<file path="src/rtl/reg_writeback_queue.sv">
// Writeback FIFO in front of the register bank: drains one entry per cycle to the bank
// write port and flags read hazards against pending writes. REG_WRITEBACK_FORWARDING_EN adds forwarding.
module reg_writeback_queue #(
  parameter int unsigned ADDR_W = 4,
  parameter int unsigned DATA_W = 8,
  parameter int unsigned DEPTH  = 4
) (
  input  logic              CLK,
  input  logic              RST,
  input  logic              in_valid,
  output logic              in_ready,
  input  logic [ADDR_W-1:0] in_addr,
  input  logic [DATA_W-1:0] in_data,
  input  logic              hold,
  output logic [ADDR_W-1:0] W_ADDR,
  output logic              W,
  output logic [DATA_W-1:0] W_DATA,
  input  logic [ADDR_W-1:0] rd_addr_a,
  input  logic [ADDR_W-1:0] rd_addr_b,
  output logic              hazard_a,
  output logic              hazard_b,
  output logic              fwd_valid_a,
  output logic [DATA_W-1:0] fwd_data_a,
  output logic              fwd_valid_b,
  output logic [DATA_W-1:0] fwd_data_b
);

  localparam int unsigned PTR_W = $clog2(DEPTH);
  localparam int unsigned CNT_W = PTR_W + 1;

  logic [ADDR_W-1:0] r_addr [DEPTH];
  logic [DATA_W-1:0] r_data [DEPTH];
  logic [PTR_W-1:0]  r_rd_ptr;
  logic [PTR_W-1:0]  r_wr_ptr;
  logic [CNT_W-1:0]  r_count;

  logic              w_push;
  logic              w_pop;
  logic              w_nonempty;
  logic              w_match_a;
  logic              w_match_b;
  logic [PTR_W-1:0]  w_idx;

  assign w_nonempty = (r_count != '0);
  // in_ready is forced low while reset is held, independent of the (already cleared) count
  assign in_ready   = RST & (r_count != CNT_W'(DEPTH));
  assign W          = w_nonempty & ~hold;
  assign W_ADDR     = w_nonempty ? r_addr[r_rd_ptr] : '0;
  assign W_DATA     = w_nonempty ? r_data[r_rd_ptr] : '0;
  assign w_push     = in_valid & in_ready;
  assign w_pop      = W;

  // Pointer and occupancy state
  always_ff @(posedge CLK or negedge RST) begin
    if (!RST) begin
      r_rd_ptr <= '0;
      r_wr_ptr <= '0;
      r_count  <= '0;
    end else begin
      if (w_push) r_wr_ptr <= r_wr_ptr + PTR_W'(1);
      if (w_pop)  r_rd_ptr <= r_rd_ptr + PTR_W'(1);
      case ({w_push, w_pop})
        2'b10:   r_count <= r_count + CNT_W'(1);
        2'b01:   r_count <= r_count - CNT_W'(1);
        default: r_count <= r_count;
      endcase
    end
  end

  // Entry storage needs no reset; validity is tracked by r_count
  always_ff @(posedge CLK) begin
    if (w_push) begin
      r_addr[r_wr_ptr] <= in_addr;
      r_data[r_wr_ptr] <= in_data;
    end
  end

`ifdef REG_WRITEBACK_FORWARDING_EN
  logic [DATA_W-1:0] w_fwd_a;
  logic [DATA_W-1:0] w_fwd_b;

  // Scan oldest to youngest so the youngest matching entry wins
  always_comb begin
    w_match_a = 1'b0;
    w_match_b = 1'b0;
    w_fwd_a   = '0;
    w_fwd_b   = '0;
    w_idx     = r_rd_ptr;
    for (int unsigned k = 0; k < DEPTH; k++) begin
      w_idx = r_rd_ptr + PTR_W'(k);
      if (CNT_W'(k) < r_count) begin
        if (r_addr[w_idx] == rd_addr_a) begin
          w_match_a = 1'b1;
          w_fwd_a   = r_data[w_idx];
        end
        if (r_addr[w_idx] == rd_addr_b) begin
          w_match_b = 1'b1;
          w_fwd_b   = r_data[w_idx];
        end
      end
    end
  end

  assign hazard_a    = 1'b0;
  assign hazard_b    = 1'b0;
  assign fwd_valid_a = w_match_a;
  assign fwd_valid_b = w_match_b;
  assign fwd_data_a  = w_fwd_a;
  assign fwd_data_b  = w_fwd_b;
`else
  // Any pending entry (including the head being written now) blocks the read
  always_comb begin
    w_match_a = 1'b0;
    w_match_b = 1'b0;
    w_idx     = r_rd_ptr;
    for (int unsigned k = 0; k < DEPTH; k++) begin
      w_idx = r_rd_ptr + PTR_W'(k);
      if (CNT_W'(k) < r_count) begin
        if (r_addr[w_idx] == rd_addr_a) w_match_a = 1'b1;
        if (r_addr[w_idx] == rd_addr_b) w_match_b = 1'b1;
      end
    end
  end

  assign hazard_a    = w_match_a;
  assign hazard_b    = w_match_b;
  assign fwd_valid_a = 1'b0;
  assign fwd_valid_b = 1'b0;
  assign fwd_data_a  = '0;
  assign fwd_data_b  = '0;
`endif

endmodule

</file>
<file path="config.mk">
export PLATFORM = sky130hd
export DESIGN_NAME = reg_writeback_queue
export DESIGN_NICKNAME = d
export VERILOG_FILES = /design/src/rtl/reg_writeback_queue.sv
export SDC_FILE = /design/constraint.sdc
export NUM_CORES = 1
export LEC_CHECK = 0
export BUFFER_PORTS_ARGS = -buffer_cell sky130_fd_sc_hd__buf_4
export CORE_MARGIN = 4
export CORE_UTILIZATION = 58
export CTS_BUF_LIST = sky130_fd_sc_hd__clkbuf_8
export CTS_CLUSTER_SIZE = 24
export DETAILED_ROUTE_END_ITERATION = 8
export PLACE_DENSITY_LB_ADDON = 0.12
export SETUP_SLACK_MARGIN = 0.02
export SLEW_MARGIN = 20
export SYNTH_ARGS = -nofsm -noshare
export SYNTH_HDL_FRONTEND = slang
export SYNTH_SLANG_ARGS = --single-unit
</file>
<file path="constraint.sdc">
create_clock -name CLK -period 2.14 [get_ports CLK]
set_input_delay 0.214 -clock CLK [delete_from_list [all_inputs] [get_ports CLK]]
set_output_delay 0.214 -clock CLK [all_outputs]
set_load 0.05 [all_outputs]
</file>
==> results.yml <==
timing:
  period_needed_ps: 2440
  whs_ps: 113
  layout_worst_path_cycle_share_pct: 114
  finClkSkew_ps: 4.67
  max_freq_mhz: 410
  rsz0062_at_grt: "yes"
  post-route-worst-setup-slack_ps: -300
  slew_violations: 0
  hold_viol: 0
  setup_viol: 2
logic_synthesis:
  postSynthCellCount: 210
  synth_top_cells_by_area: "edfxtp_1, mux4_2, xor2_1, dfrtp_1, buf_4"
  synth.yosys.seq_area_share_pct: 51.6
  netlist_area_um2: 3130
  synth_edf_count: 48
  synth_cell_type_count: 31
  syn_area_per_cell_um2: 14.9
  ys_async_sr_fraction_pct: 12.7
  yosys-top-cells-count: "edfxtp_1, xor2_1, buf_4, mux4_2, xnor2_1"
  yosys_most_used_dff: "edfxtp_1"
  yosysTopAreaCell: "edfxtp_1"
  yosysWarnings: 0
  synth_top_area_share_pct: 46.0
  synth_most_common_cell: "edfxtp_1"
  synth_seq_cells: 55
detailed_routing:
  finalWirelength_mm: 5.54
  vias_per_cell: 5.34
  wl_per_cell_um: 16.4
  detail-route-antenna-nets: 0
  drt_first_iter_violations: 76
  firstDrtPassIters: 4
  drc: 0
  num_vias: 1798
layout:
  drive_above_1_share_pct: 35.6
  final_core_util_pct: 71.7
  final_nets: 299
  diodes: 0
  syn_to_final_growth_pct: 18.5
die:
  die_x_um: 81.5
  die_h_um: 81.5
  coreArea_um2: 5170
  rows: 26
  start_util_pct: 60.6
  io_pins: 58
  dieArea_um2: 6640
global_routing:
  use_met3_pct: 3.07
  grt_max_degree: 18
  grtUsageMet2_pct: 32.7
  grt_use_total_pct: 18.8
  grt_pass1_vias: 1905
  grt_util_met1_pct: 24.5
  antenna_found_initial: 0
  overflow: 0
  grt.busiest_layer: "met2"
  grt_pass1_wl_mm: 9.34
power_and_ir_drop:
  ir_worst_vdd_mv: 0.824
  power_leakage_nw: 1.46
  power.density_nw_per_um2: 1460
place:
  port_buffers: 39
  place_hpwl_mm: 4.02
  place_congestion: 0.802
  pre_cts_slack_ps: 8.81
outcome:
  status: "finished, violations left"
  violations: "negative setup slack"
min_path:
  hold_depth: 1
  min_to: "r_data[2][4]"
  hold_path_startpoint: "in_data[4]"
  hold_class: "primary input to flip-flop"
setup_path:
  reg2reg_from: "r_count[0]"
  worst_setup_path_end_kind: "output pin"
  critical_path.max_stage_delay_ps: 540
  cp-start-kind: "flip-flop"
  crit_fanout: 6
  arrival_ps: 2230
  cp_cell_sequence: "buf_6 > buf_12 > buf_4 > mux4_2 > xor2_1 > nor2_1 > nand4_1 > nand4_1 > buf_6"
  r2r_setup_slack_ps: 330
  reg2reg_to: "r_count[2]"
  reg2regPathDepth: 8
  required_ps: 1930
  criticalPathCategory: "flip-flop to output pin"
  cpMaxStageDelayCell: "mux4_2"
clock_network:
  clock_tree.htree_level_count: 2
  cts_inserted_buffers: 5
  clk_pin_slew_ps: 90
  cts.path.max_buffers: 2
  cts_tree: "done"
  cts.sinks: 55
  insertion_delay_ps: 290
  root_buffer: "clkbuf_8"
run:
  maxCapViolations: 0
==> repair_timing <==
action / CTS / global route
hold buffers: 1 / 0
pin swaps: 2 / 1
setup endpoints to repair: 2 / 14
gates cloned: 1 / 0
gates resized for setup: 7 / 7
endpoints found under the hold margin: 7 / 0
setup buffers: 5 / 0
==> worst max path at each step <==
stage	cells after the start	startpoint	endpoint
5_1_grt	9	r_rd_ptr[0]	hazard_a
4_1_cts	9	r_rd_ptr[0]	hazard_a
2_1_floorplan	6	r_rd_ptr[0]	hazard_a
6_report	9	r_rd_ptr[0]	hazard_b
3_3_place_gp	8	r_rd_ptr[0]	hazard_a
3_5_place_dp	8	r_rd_ptr[0]	hazard_a
==> worst max-delay path: cells and delay by family, from the launching register on <==
family                 cells  cell delay (ps)
XOR/XNOR                   1              170
multiplexers               1              540
buffers and inverters      4              500
flip-flops                 1              400
AND/OR/NAND/NOR            3              330
==> metrics by stage <==
step | std cells | TNS [ps] | area, um^2 | total power [W]
final | 337 | -591 | 3710 | 0.00542
after detailed placement | 322 | 0 | 3520 | 0.00467
after floorplan | 227 | 0 | 3220 | 0.00392
after global routing | 337 | -1020 | 3710 | 0.00578
after CTS | 337 | -558 | 3690 | 0.00543
after global placement | 322 | 0 | 3520 | 0.00464
==> placed cells by master, fill, tap and decap left out, types with 2 or more instances in the layout <==
master and count:
buf_4 48, mux2i_1 3, mux4_2 22, nor2_1 5
nand3_1 6, nand4_1 4, conb_1 18, xnor2_1 14
clkbuf_8 5, nor3_2 3, nand2_1 3, buf_6 7
dfrtp_1 7, buf_12 2, edfxtp_1 48, inv_1 6
nor2b_1 10, nor3_1 3, xor2_1 24, ha_1 9
o21ai_0 2, and3_1 4
==> layout make-up <==
class | count | area, um^2
Multi-Input combinational cell | 140 | 1380
Tap cell | 70 | 87.6
Timing Repair Buffer | 59 | 522
Fill cell | 343 | 1460
Clock buffer | 5 | 68.8
Sequential cell | 55 | 1620
Inverter | 5 | 18.8
Clock inverter | 3 | 16.3
==> per-layer routing <==
| layer | part of all wire (%) | routed length (um) | vias to the layer above |
|---|---|---|---|
| met2 | 52 | 2860 | 54 |
| met1 | 42 | 2300 | 889 |
| met5 | 0 | 0 | - |
| li1 | - | - | 849 |
| met3 | 5.4 | 302 | 6 |
| met4 | 1.4 | 77 | 0 |
==> where the power goes <==
part	total (W)	switching, W	internal [W]
Clock	0.000534	0.000310	0.000225
Sequential	0.00144	0.000106	0.00134
Combinational	0.00344	0.00191	0.00153
Total	0.00542	0.00233	0.00309
==> sequential cells by signal, summed over array words and instances, names as in the netlist <==
register / count
r_addr: 16
r_count: 3
r_wr_ptr: 2
r_data: 32
r_rd_ptr: 2
==> logic make-up (layout without fill, tap and decap cells) <==
logic type | Yosys count | after routing | synth area share, %
AND/OR/NAND/NOR | 43 | 43 | 7.71
other | 1 | 18 | 0.120
buffers and inverters | 32 | 72 | 7.07
AO/OA/AOI/OAI | 5 | 5 | 0.959
multiplexers | 27 | 27 | 18.3
XOR/XNOR | 38 | 38 | 10.6
flip-flops | 55 | 55 | 51.6
adder cells (fa/ha/maj) | 9 | 9 | 3.59
Note: power is estimated with default switching activity, not from simulation.
